$ cat config.mk
export PLATFORM = sky130hd
export DESIGN_NAME = booth_multiplier_flat
export DESIGN_NICKNAME = d
export VERILOG_FILES = /design/src/rtl/mult_pkg.sv /design/src/rtl/booth_multiplier_if.sv /design/src/rtl/booth_step.sv /design/src/rtl/booth_multiplier.sv /design/src/flat_wrapper.sv
export SDC_FILE = /design/constraint.sdc
export NUM_CORES = 1
export LEC_CHECK = 0
export CELL_PAD_IN_SITES_DETAIL_PLACEMENT = 0
export CELL_PAD_IN_SITES_GLOBAL_PLACEMENT = 1
export CORE_ASPECT_RATIO = 1.4
export CORE_MARGIN = 10
export CORE_UTILIZATION = 44
export CTS_CLUSTER_SIZE = 40
export DETAILED_ROUTE_END_ITERATION = 10
export PLACE_DENSITY_LB_ADDON = 0.1
export SLEW_MARGIN = 20
export SYNTH_ARGS = -nofsm -noshare
export SYNTH_HDL_FRONTEND = slang
export SYNTH_SLANG_ARGS = --single-unit
export TNS_END_PERCENT = 1
$ cat constraint.sdc
create_clock -name Clk -period 5.4 [get_ports Clk]
set_input_delay 1.35 -clock Clk [delete_from_list [all_inputs] [get_ports Clk]]
set_output_delay 1.35 -clock Clk [all_outputs]
set_load 0.03 [all_outputs]
$ cat src/rtl/mult_pkg.sv
// Shared definitions for the Booth multiplier slice: default operand width
// and the controller state encoding.
package mult_pkg;

    localparam int MULT_WIDTH = 32;

    typedef enum logic [1:0] {
        IDLE = 2'd0,
        LOAD = 2'd1,
        ITER = 2'd2,
        DONE = 2'd3
    } mult_state_t;

endpackage

$ cat src/rtl/booth_multiplier_if.sv
// Start/operand/result bundle between a requester and the Booth multiplier.
interface booth_multiplier_if import mult_pkg::*; #(
    parameter int WIDTH = MULT_WIDTH
) ();

    logic                 workMult;
    logic [WIDTH-1:0]     oper_A;
    logic [WIDTH-1:0]     oper_B;
    logic [2*WIDTH-1:0]   mul;
    logic                 endMult;
    logic                 busy;

    modport master (
        output workMult, oper_A, oper_B,
        input  mul, endMult, busy
    );

    modport slave (
        input  workMult, oper_A, oper_B,
        output mul, endMult, busy
    );

endinterface

$ cat src/rtl/booth_step.sv
// One radix-2 Booth iteration: conditional add/subtract of M followed by an
// arithmetic right shift of {acc, Q, Q(-1)}.
module booth_step import mult_pkg::*; #(
    parameter int WIDTH = MULT_WIDTH
) (
    input  logic [WIDTH-1:0] acc_in,
    input  logic [WIDTH-1:0] q_in,
    input  logic             q_m1_in,
    input  logic [WIDTH-1:0] m_in,
    output logic [WIDTH-1:0] acc_out,
    output logic [WIDTH-1:0] q_out,
    output logic             q_m1_out
);

    logic [WIDTH:0] acc_ext;
    logic [WIDTH:0] m_ext;
    logic [WIDTH:0] sum;

    // One extra sign bit keeps acc - M exact even when M is the most negative value;
    // the shift then drops that bit back into a WIDTH-bit accumulator.
    always_comb begin
        acc_ext = {acc_in[WIDTH-1], acc_in};
        m_ext   = {m_in[WIDTH-1], m_in};
        case ({q_in[0], q_m1_in})
            2'b01:   sum = acc_ext + m_ext;
            2'b10:   sum = acc_ext - m_ext;
            default: sum = acc_ext;
        endcase
        acc_out  = sum[WIDTH:1];
        q_out    = {sum[0], q_in[WIDTH-1:1]};
        q_m1_out = q_in[0];
    end

endmodule

$ cat src/rtl/booth_multiplier.sv
// Sequential signed multiplier: IDLE/LOAD/ITER/DONE controller around a
// radix-2 Booth datapath, one iteration per clock.
module booth_multiplier import mult_pkg::*; #(
    parameter int WIDTH = MULT_WIDTH
) (
    input  logic               Clk,
    input  logic               reset,
    booth_multiplier_if.slave  bus
);

    localparam int CW = $clog2(WIDTH + 1);

    mult_state_t          state;
    mult_state_t          next_state;
    logic [WIDTH-1:0]     a_reg;
    logic [WIDTH-1:0]     b_reg;
    logic [WIDTH-1:0]     acc;
    logic [WIDTH-1:0]     q;
    logic                 q_m1;
    logic [CW-1:0]        count;
    logic [2*WIDTH-1:0]   mul_reg;
    logic [WIDTH-1:0]     acc_nxt;
    logic [WIDTH-1:0]     q_nxt;
    logic                 q_m1_nxt;
    logic                 busy_c;
    logic                 end_mult_c;
    logic                 last_iter;

    booth_step #(.WIDTH(WIDTH)) u_step (
        .acc_in   (acc),
        .q_in     (q),
        .q_m1_in  (q_m1),
        .m_in     (a_reg),
        .acc_out  (acc_nxt),
        .q_out    (q_nxt),
        .q_m1_out (q_m1_nxt)
    );

    assign last_iter = (count == CW'(1));

    always_ff @(posedge Clk or negedge reset) begin
        if (!reset) begin
            state <= IDLE;
        end else begin
            state <= next_state;
        end
    end

    always_comb begin
        next_state = state;
        busy_c     = 1'b1;
        end_mult_c = 1'b0;
        case (state)
            IDLE: begin
                busy_c = 1'b0;
                if (bus.workMult) begin
                    next_state = LOAD;
                end
            end
            LOAD: next_state = ITER;
            ITER: begin
                if (last_iter) begin
                    next_state = DONE;
                end
            end
            DONE: begin
                end_mult_c = 1'b1;
                next_state = IDLE;
            end
            default: next_state = IDLE;
        endcase
    end

    // Operands are frozen at the accepting edge; the product register is only
    // written by the final iteration so partial results never reach mul.
    always_ff @(posedge Clk or negedge reset) begin
        if (!reset) begin
            a_reg   <= '0;
            b_reg   <= '0;
            acc     <= '0;
            q       <= '0;
            q_m1    <= 1'b0;
            count   <= '0;
            mul_reg <= '0;
        end else begin
            case (state)
                IDLE: begin
                    if (bus.workMult) begin
                        a_reg <= bus.oper_A;
                        b_reg <= bus.oper_B;
                    end
                end
                LOAD: begin
                    acc   <= '0;
                    q     <= b_reg;
                    q_m1  <= 1'b0;
                    count <= CW'(WIDTH);
                end
                ITER: begin
                    acc   <= acc_nxt;
                    q     <= q_nxt;
                    q_m1  <= q_m1_nxt;
                    count <= count - CW'(1);
                    if (last_iter) begin
                        mul_reg <= {acc_nxt, q_nxt};
                    end
                end
                default: ;
            endcase
        end
    end

    assign bus.mul     = mul_reg;
    assign bus.endMult = end_mult_c;
    assign bus.busy    = busy_c;

endmodule

$ cat src/flat_wrapper.sv
// flat-port wrapper written by rule: the top's interface ports become plain ports
module booth_multiplier_flat import mult_pkg::*;
#(
    parameter int WIDTH = MULT_WIDTH
)
  (Clk, reset, bus_workMult, bus_oper_A, bus_oper_B, bus_mul, bus_endMult, bus_busy);
  booth_multiplier_if #(.WIDTH(WIDTH)) bus_i ();
  input  logic Clk;
  input  logic reset;
  input wire logic [$bits(bus_i.workMult)-1:0] bus_workMult;
  input wire logic [$bits(bus_i.oper_A)-1:0] bus_oper_A;
  input wire logic [$bits(bus_i.oper_B)-1:0] bus_oper_B;
  output wire logic [$bits(bus_i.mul)-1:0] bus_mul;
  output wire logic [$bits(bus_i.endMult)-1:0] bus_endMult;
  output wire logic [$bits(bus_i.busy)-1:0] bus_busy;
  assign bus_i.workMult = bus_workMult;
  assign bus_i.oper_A = bus_oper_A;
  assign bus_i.oper_B = bus_oper_B;
  assign bus_mul = bus_i.mul;
  assign bus_endMult = bus_i.endMult;
  assign bus_busy = bus_i.busy;
  booth_multiplier #(.WIDTH(WIDTH)) u_core (.Clk(Clk), .reset(reset), .bus(bus_i));
endmodule
==> results of run 1 <==
## report_power, final
part	switching, W	internal, W
logic	0.00348	0.00232
registers	0.000531	0.00218
clock network	0.000594	0.000810
total	0.00461	0.00531
## stage by stage
stage          hold slack, ns  power (W)
5_1_grt                 0.498     0.0108
3_3_place_gp            0.459    0.00851
6_report                0.474    0.00992
2_1_floorplan           0.457    0.00683
3_5_place_dp            0.462    0.00857
4_1_cts                 0.477     0.0100
## cell usage in the layout (no fill, tap or decap), drive strengths merged, types with 16 or more instances in the layout
cell / instances
a21o: 16
a21oi: 99
clkbuf: 34
clkdlybuf4s50: 131
dfrtp: 201
ha: 40
inv: 31
mux2: 69
mux2i: 43
nand2: 166
nor2: 95
nor3: 17
o21ai: 62
o2bb2ai: 23
xnor2: 34
xor2: 19
## routing by layer
| metal | share of wire [%] | vias up | global-route usage [%] |
|---|---|---|---|
| met4 | 2.8 | 0 | 5.58 |
| met1 | 40 | 3940 | 21.2 |
| met2 | 53 | 157 | 35.1 |
| met3 | 4.1 | 44 | 3.22 |
| li1 | - | 4039 | - |
| met5 | 0 | - | 0 |
## worst min-delay path by stage
stage,to,slack [ns],cells past startpoint
finish,u_core.bus.mul[30],0.47,2
detailed placement,u_core.bus.mul[30],0.46,2
global placement,u_core.bus.mul[22],0.46,2
global route,u_core.bus.mul[10],0.50,2
floorplan,u_core.bus.mul[30],0.46,2
CTS,u_core.bus.mul[30],0.48,2
## logic make-up (layout without fill, tap and decap cells)
| kind of cell | after synthesis | after routing | share of synthesized area (%) |
|---|---|---|---|
| AOI/OAI and AO/OA | 259 | 259 | 14.8 |
| xor gates and xnor gates | 53 | 53 | 4.38 |
| adders and majority gates | 41 | 41 | 4.91 |
| buffers and inverters | 91 | 214 | 3.29 |
| DFF | 201 | 201 | 47.4 |
| muxes | 112 | 112 | 11.4 |
| and+or+nand+nor | 334 | 334 | 13.8 |
## area by class of cell
class                      count  share of cell area, %
clock buffer                  33                   4.91
sequential                   201                   39.0
clock inverter                 5                  0.272
timing repair buffer         146                   11.2
tap                          310                   3.01
multi-input combinational    799                   40.7
inverter                      30                  0.874
## critical path, cell delays in order, from the launching register on
cell       delay (ns)
dfrtp_1          0.43
inv_1            0.08
ha_1             0.15
nor3b_1          0.41
nand2_1          0.30
nor3_1           0.30
a21oi_1          0.14
xnor2_1          0.17
ha_1             0.39
nand4_1          0.15
nor3_1           0.24
o21ai_1          0.14
nand2_1          0.19
a31oi_1          0.16
o21ai_1          0.45
nor3_1           0.10
a2111oi_0        0.66
o21ai_1          0.15
==> results.sh, run 1 <==
export IMPL_ys_warn_count=0
export IMPL_dieHeight_um=204
export IMPL_fin_cells=1524
export IMPL_syn2layout_area_growth_pct=21.5
export IMPL_finalCritPeriodShare_pct=88.1
export IMPL_synth_largest_area_cell="dfrtp_1"
export IMPL_cts_tree="built"
export IMPL_async_reset_ff_share_pct=100
export IMPL_tightest_slew_ns=0.730
export IMPL_hpwlAfterDp_um=21300
export IMPL_synth_area_leaders="dfrtp_1 (47%), mux2_2 (7.2%), nand2_1 (5.9%)"
export IMPL_seq_area_um2=5030
export IMPL_synth_cell_area_um2=10600
export IMPL_cts_buffers=22
export IMPL_multi_input_area_um2=5250
export IMPL_outcome="completed"
export IMPL_timing_critical_path_fanout_max=6
export IMPL_setup_viol=0
export IMPL_synth_top_area_share_pct=47.4
export IMPL_crit_start="u_core.a_reg[0]"
export IMPL_dp_cells=1486
export IMPL_min_path_type="register to register"
export IMPL_port_buffers=132
export IMPL_ant_nets=0
export IMPL_synth_edf_count=0
export IMPL_routabilityCongestion=0.929
export IMPL_ys_seq_elements=201
export IMPL_start_util_pct=44.4
export IMPL_cp_required_ns=5.76
export IMPL_wl_per_cell_um=19.0
export IMPL_fin_nets=1308
export IMPL_syn_inst=1091
export IMPL_r2r_start="u_core.a_reg[0]"
export IMPL_r2r_end="u_core.bus.mul[61]"
export IMPL_drive_gt1_share_pct=10.3
export IMPL_placed_area_um2=12200
export IMPL_core_um2=23900
export IMPL_drc=0
export IMPL_path_clk_slew_ns=0.06
export IMPL_critPathKind="register to register"
export IMPL_antenna_cells=0
export IMPL_postCtsHoldBufs=0
export IMPL_die_w_um=151
export IMPL_fillers=2211
export IMPL_viasPerCell=5.37
export IMPL_r2r_setup_slack_ns=0.64
export IMPL_r2r_cells=17
export IMPL_endpoint="u_core.bus.mul[61]"
export IMPL_start_kind="register"
export IMPL_drv_cap=0
export IMPL_row_count=67
export IMPL_vias=8180
export IMPL_critPathArrivalTime_ns=5.12
export IMPL_vdd_ir_drop_max_mv=0.335
export IMPL_wirelength_um=29000
export IMPL_finalHoldViolations=0
export IMPL_finalSetupTns_ns=0
export IMPL_antenna_found_initial=0
export IMPL_fin_crit_ns=4.76
export IMPL_grt_start_max_net_pins=92
export IMPL_clock_latency_ns=0.50
export IMPL_power_density_nw_per_um2=770
export IMPL_rsz0062_at_grt="false"
export IMPL_leakagePower_nw=5.67
export IMPL_cts_root_buf="clkbuf_16"
export IMPL_setup_ws_ns=0.640
export IMPL_drt_iter0_drc=449
export IMPL_max_freq_mhz=210
export IMPL_drtPass1Iterations=4
export IMPL_netlist_cell_type_count=59
export IMPL_crit_path_end_kind="register"
export IMPL_synthFlopType="dfrtp_1"
export IMPL_final_util_pct=53.9
export IMPL_ys_seq_area_share_pct=47.4
export IMPL_io_pin_count=133
export IMPL_final_cell_area_um2=12900
export IMPL_grt_pass1_vias=8601
export IMPL_drv_slew=0
export IMPL_hold_start="u_core.bus.mul[30]"
export IMPL_cts_setup_buffers=0
export IMPL_fin_worst_skew_ns=0.00890
export IMPL_die_area_um2=30800
export IMPL_grt_overflow_total=0
export IMPL_synth_commonest_cells="dfrtp_1 (201), nand2_1 (166), a21oi_1 (98)"
export IMPL_cts_htree_levels=1
export IMPL_clockBufferDepth=3
export IMPL_cts_repair_resized=0
export IMPL_dp_slack_ns=0.657
export IMPL_synth_avg_cell_area_um2=9.73
export IMPL_largest_reg_flops=64
export IMPL_grt_pass1_wl_um=46600
export IMPL_postSynthNetCount=1199
export IMPL_grt_total_usage_pct=18.9
export IMPL_yosysMostFrequentCell="dfrtp_1"
export IMPL_cts_sinks=201
export IMPL_slew_headroom_pct=50.1
Power figures use the tool's default switching activity.
==> inputs of run 2 (changes only) <==
--- a/config.mk
+++ b/config.mk
@@ -5,11 +5,11 @@
 export SDC_FILE = /design/constraint.sdc
 export NUM_CORES = 1
 export LEC_CHECK = 0
-export CELL_PAD_IN_SITES_DETAIL_PLACEMENT = 0
-export CELL_PAD_IN_SITES_GLOBAL_PLACEMENT = 1
+export CELL_PAD_IN_SITES_DETAIL_PLACEMENT = 2
+export CELL_PAD_IN_SITES_GLOBAL_PLACEMENT = 2
 export CORE_ASPECT_RATIO = 1.4
 export CORE_MARGIN = 10
-export CORE_UTILIZATION = 44
+export CORE_UTILIZATION = 35
 export CTS_CLUSTER_SIZE = 40
 export DETAILED_ROUTE_END_ITERATION = 10
 export PLACE_DENSITY_LB_ADDON = 0.1
==> constraint.sdc (replaced) <==
create_clock -name Clk -period 5 [get_ports Clk]
set_input_delay 1.25 -clock Clk [delete_from_list [all_inputs] [get_ports Clk]]
set_output_delay 1.25 -clock Clk [all_outputs]
set_load 0.03 [all_outputs]
==> results.sh, run 2 (synthesis results as in run 1) <==
export IMPL_outcome="completed"
export IMPL_io_pin_count=133
export IMPL_min_path_type="register to register"
export IMPL_die_area_um2=37800
export IMPL_cts_setup_buffers=0
export IMPL_final_cell_area_um2=13100
export IMPL_drv_slew=0
export IMPL_fin_worst_skew_ns=0.0184
export IMPL_drtPass1Iterations=4
export IMPL_hpwlAfterDp_um=24900
export IMPL_r2r_start="u_core.a_reg[0]"
export IMPL_path_clk_slew_ns=0.06
export IMPL_start_kind="register"
export IMPL_layout_common_cells="dfrtp_1 (201), nand2_1 (164), clkdlybuf4s50_1 (131)"
export IMPL_drc=0
export IMPL_wl_per_cell_um=21.6
export IMPL_rsz0062_at_grt="false"
export IMPL_cts_htree_levels=1
export IMPL_vias=8624
export IMPL_final_util_pct=43.7
export IMPL_cp_required_ns=5.41
export IMPL_final_common_cell="dfrtp_1"
export IMPL_cts_tree="built"
export IMPL_grt_pass1_vias=9908
export IMPL_p_int_w=0.00588
export IMPL_critPathArrivalTime_ns=5.08
export IMPL_swShare_pct=47.5
export IMPL_crit_start="u_core.a_reg[0]"
export IMPL_dp_slack_ns=0.312
export IMPL_setup_ws_ns=0.326
export IMPL_cts_root_buf="clkbuf_16"
export IMPL_p_clk_share_pct=15.1
export IMPL_grt_start_max_net_pins=104
export IMPL_start_util_pct=35.4
export IMPL_timing_critical_path_fanout_max=6
export IMPL_power_density_nw_per_um2=856
export IMPL_drt_iter0_drc=330
export IMPL_grt_total_usage_pct=18.3
export IMPL_cts_sinks=201
export IMPL_met3_usage_pct=3.10
export IMPL_clock_latency_ns=0.54
export IMPL_slew_headroom_pct=35.5
export IMPL_core_um2=29900
export IMPL_drive_gt1_share_pct=11.0
export IMPL_drv_cap=0
export IMPL_cts_buffers=23
export IMPL_grt_overflow_total=0
export IMPL_vdd_ir_drop_max_mv=0.350
export IMPL_seq_power_share_pct=26.5
export IMPL_busiest_layer="met2"
export IMPL_leakagePower_nw=5.73
export IMPL_max_freq_mhz=214
export IMPL_clockBufferDepth=3
export IMPL_p_switching_w=0.00533
export IMPL_comb_power_share_pct=58.4
export IMPL_syn2layout_area_growth_pct=23.4
export IMPL_grtUsageMet1_pct=19.7
export IMPL_finalSetupTns_ns=0
export IMPL_viasPerCell=5.37
export IMPL_grt_use_met2_pct=35.8
export IMPL_ant_nets=0
export IMPL_row_count=75
export IMPL_placed_area_um2=12300
export IMPL_critPathKind="register to register"
export IMPL_grt_pass1_wl_um=56200
export IMPL_die_w_um=167
export IMPL_crit_path_end_kind="register"
export IMPL_largest_reg_flops=64
export IMPL_wirelength_um=34600
export IMPL_routabilityCongestion=0.836
export IMPL_hold_start="u_core.bus.mul[28]"
export IMPL_tightest_slew_ns=0.967
export IMPL_finalHoldViolations=0
export IMPL_fin_nets=1311
export IMPL_total_power_w=0.0112
export IMPL_fin_crit_ns=4.67
export IMPL_setup_viol=0
export IMPL_antenna_found_initial=0
export IMPL_port_buffers=132
export IMPL_finalCritPeriodShare_pct=93.5
export IMPL_dieHeight_um=226
-- run 2: metrics by stage --
step,std cells,hold slack (ns)
floorplan,1091,0.457
global placement,1563,0.459
detailed placement,1563,0.470
CTS,1604,0.486
global route,1604,0.499
finish,1605,0.476
-- run 2: worst paths after layout --
path | to | slack, ns | cells past startpoint
setup / recovery | u_core.acc[31] | 0.33 | 17
hold / removal | u_core.bus.mul[28] | 0.48 | 2
setup reg to reg | u_core.acc[31] | 0.33 | 17
hold reg to reg | u_core.bus.mul[28] | 0.48 | 2
max in group asynchronous | u_core.a_reg[18] | 3.19 | 2
min in group asynchronous | u_core.acc[10] | 0.79 | 1
-- run 2: routing by layer --
layer / vias up / wire length [um]
met2: 132 / 19200
met1: 4411 / 13600
met3: 41 / 1150
li1: 4040 / -
met4: 0 / 734
met5: - / 0
-- run 2: what timing repair did --
action | CTS | global route
hold buffers | 0 | 0
resized for setup | 0 | 3
setup endpoints to repair | 0 | 6
-- run 2: worst max-delay path, cell delays in order, from the launching register on --
cell and delay (ns):
dfrtp_1 0.43, inv_1 0.08, ha_1 0.16, nor3b_1 0.40, nand2_2 0.24, nor3_1 0.27
a21oi_1 0.15, xnor2_1 0.18, ha_1 0.37, nand4_1 0.16, nor3_1 0.07, a311oi_1 0.28
nand2_1 0.22, a211oi_1 0.39, a21oi_1 0.15, or4b_4 0.53, and4_4 0.21, a211o_1 0.26
-- run 2: area by class of cell --
type                            count  area [um^2]
Fill cell                        3235        16800
Multi-Input combinational cell    799         5270
Sequential cell                   201         5030
Timing Repair Buffer              148         1450
Clock buffer                       40          739
Tap cell                          385          482
Inverter                           30          113
Clock inverter                      1         20.0
Antenna cell                        1         2.50
-- run 2: power groups by stage --
stage               Sequential [W]  Combinational (W)  Clock (W)
floorplan                  0.00315            0.00423          0
CTS                        0.00299            0.00665    0.00175
global route               0.00309            0.00730    0.00182
finish                     0.00298            0.00655    0.00169
global placement           0.00296            0.00641          0
detailed placement         0.00299            0.00658          0
==> inputs of run 3 (changes only) <==
--- a/config.mk
+++ b/config.mk
@@ -8,7 +8,7 @@
 export CELL_PAD_IN_SITES_DETAIL_PLACEMENT = 2
 export CELL_PAD_IN_SITES_GLOBAL_PLACEMENT = 2
 export CORE_ASPECT_RATIO = 1.4
-export CORE_MARGIN = 10
+export CORE_MARGIN = 4
 export CORE_UTILIZATION = 35
 export CTS_CLUSTER_SIZE = 40
 export DETAILED_ROUTE_END_ITERATION = 10
==> constraint.sdc (replaced) <==
create_clock -name Clk -period 4.75 [get_ports Clk]
set_input_delay 1.1875 -clock Clk [delete_from_list [all_inputs] [get_ports Clk]]
set_output_delay 1.1875 -clock Clk [all_outputs]
set_load 0.03 [all_outputs]
==> results.sh, run 3 (synthesis results as in run 1) <==
export IMPL_cp_num_cells=16
export IMPL_r2r_end="u_core.bus.mul[61]"
export IMPL_cts_tree="built"
export IMPL_grt_overflow_total=0
export IMPL_p_clk_share_pct=15.3
export IMPL_fillers=3212
export IMPL_start_util_pct=35.4
export IMPL_wirelength_um=34400
export IMPL_die_area_um2=33200
export IMPL_grt_pass1_wl_um=55900
export IMPL_setup_viol=0
export IMPL_dieHeight_um=214
export IMPL_seq_power_share_pct=26.1
export IMPL_drv_cap=0
export IMPL_clockBufferDepth=3
export IMPL_fin_crit_ns=4.49
export IMPL_rsz0062_at_grt="false"
export IMPL_grt_pass1_vias=10000
export IMPL_critPathArrivalTime_ns=4.87
export IMPL_grt_total_usage_pct=20.9
export IMPL_tightest_slew_ns=0.999
export IMPL_endpoint="u_core.bus.mul[61]"
export IMPL_postCtsHoldBufs=0
export IMPL_multi_input_area_um2=5280
export IMPL_wl_per_cell_um=21.3
export IMPL_routabilityCongestion=0.849
export IMPL_max_freq_mhz=223
export IMPL_layout_common_cells="dfrtp_1 (201), nand2_1 (165), clkdlybuf4s50_1 (131)"
export IMPL_seq_area_um2=5030
export IMPL_leakagePower_nw=5.83
export IMPL_r2r_cells=16
export IMPL_largest_reg_flops=64
export IMPL_fin_worst_skew_ns=0.0143
export IMPL_timing_critical_path_fanout_max=8
export IMPL_row_count=75
export IMPL_crit_family="simple AND/OR/NAND/NOR gates"
export IMPL_swShare_pct=47.1
export IMPL_die_w_um=155
export IMPL_r2r_setup_slack_ns=0.26
export IMPL_syn2layout_area_growth_pct=24.9
export IMPL_crit_path_end_kind="register"
export IMPL_slowest_stage="or4_4"
export IMPL_final_util_pct=44.3
export IMPL_cp_cell_sequence="or3_4 > or4_4 > nor3_1 > nor2_1 > xnor2_1 > ha_1 > a21oi_1 > o21ai_0 > a311oi_1 > nand2_1 > a31oi_1 > o21ai_1 > and4_1 > a2111oi_0 > buf_4 > o21ai_1"
export IMPL_antenna_cells=0
export IMPL_vias=8712
export IMPL_p_switching_w=0.00568
export IMPL_cp_required_ns=5.13
export IMPL_antenna_found_initial=0
export IMPL_grt_start_max_net_pins=97
export IMPL_io_pin_count=133
export IMPL_cts_htree_levels=1
export IMPL_cts_buffers=24
export IMPL_fin_nets=1326
export IMPL_vdd_ir_drop_max_mv=0.455
export IMPL_core_um2=29900
export IMPL_comb_power_share_pct=58.7
export IMPL_cp_num_buf_inv=1
export IMPL_cts_sinks=201
export IMPL_fin_cells=1618
export IMPL_ant_nets=0
export IMPL_finalHoldViolations=0
export IMPL_viasPerCell=5.38
export IMPL_power_density_nw_per_um2=909
export IMPL_crit_start="u_core.a_reg[9]"
export IMPL_cts_setup_buffers=0
export IMPL_finalSetupTns_ns=0
export IMPL_path_common_cell="o21ai_1"
export IMPL_path_clk_slew_ns=0.06
export IMPL_drv_slew=0
export IMPL_dp_cells=1577
export IMPL_outcome="completed"
export IMPL_port_buffers=132
export IMPL_finalCritPeriodShare_pct=94.6
export IMPL_start_kind="register"
export IMPL_p_int_w=0.00637
export IMPL_final_common_cell="dfrtp_1"
export IMPL_min_path_type="register to register"
export IMPL_drc=0
export IMPL_cts_root_buf="clkbuf_16"
export IMPL_drive_gt1_share_pct=12.4
export IMPL_critPathKind="register to register"
export IMPL_r2r_start="u_core.a_reg[9]"
export IMPL_drtPass1Iterations=4
export IMPL_hpwlAfterDp_um=24200
export IMPL_slew_headroom_pct=33.4
export IMPL_drt_iter0_drc=287
export IMPL_cp_slowest_stage_delay_ns=0.53
export IMPL_clock_latency_ns=0.52
run 3: changes by cell type in the layout (fill, tap and decap cells not counted), moves of 4 or more:
cell	before	now
clkbuf_1	7	3
clkinv_2	0	6
buf_4	16	29
clkbuf_8	11	3
run 3: what timing repair did:
| action | CTS | global route |
|---|---|---|
| pin swaps | 0 | 0 |
| resized for setup | 1 | 5 |
| endpoints found under the setup margin | 2 | 5 |
run 3: worst min-delay path by stage:
stage                                   from            endpoint  slack (ns)  cells past startpoint
after floorplan                 u_core.q[31]  u_core.bus.mul[30]        0.46                      2
after global placement    u_core.bus.mul[14]  u_core.bus.mul[14]        0.46                      2
after detailed placement  u_core.bus.mul[11]  u_core.bus.mul[11]        0.47                      2
after CTS                 u_core.bus.mul[25]  u_core.bus.mul[25]        0.48                      2
after global routing      u_core.bus.mul[27]  u_core.bus.mul[27]        0.51                      2
final                     u_core.bus.mul[25]  u_core.bus.mul[25]        0.48                      2
run 3: metrics by stage:
step / worst slack (ns) / hold WS (ns) / total power (W) / area (um^2)
3_3_place_gp: 0.0386 / 0.460 / 0.0100 / 12400
2_1_floorplan: 0.471 / 0.457 / 0.00776 / 10600
6_report: 0.258 / 0.476 / 0.0120 / 13200
4_1_cts: 0.0112 / 0.485 / 0.0122 / 13200
5_1_grt: 0.0173 / 0.509 / 0.0131 / 13200
3_5_place_dp: -0.0943 / 0.468 / 0.0102 / 12400
run 3: tightest hold or removal path, stage by stage, from the launching register on:
cell and delay, ns:
dfrtp_1 0.34, nand2_1 0.05, nand2_1 0.05
run 3: cell type report:
class / instances / area share (%)
multi-input combinational: 799 / 39.9
clock inverter: 11 / 0.869
timing repair buffer: 162 / 11.8
tap: 385 / 3.64
clock buffer: 30 / 5.01
sequential: 201 / 38.0
inverter: 30 / 0.850
run 3: power by group through the flow:
stage | Combinational [W] | Sequential (W) | Clock (W)
3_5_place_dp | 0.00708 | 0.00316 | 0
3_3_place_gp | 0.00687 | 0.00313 | 0
4_1_cts | 0.00716 | 0.00315 | 0.00190
5_1_grt | 0.00785 | 0.00326 | 0.00198
6_report | 0.00707 | 0.00314 | 0.00184
2_1_floorplan | 0.00445 | 0.00332 | 0
run 3: per-layer routing:
layer	wire length [um]	share of wire, %	vias up	global-route usage [%]
li1	-	-	4060	-
met1	13400	39	4477	23.9
met2	18900	55	132	39.7
met3	1250	3.6	43	3.25
met4	843	2.4	0	5.77
met5	0	0	-	0
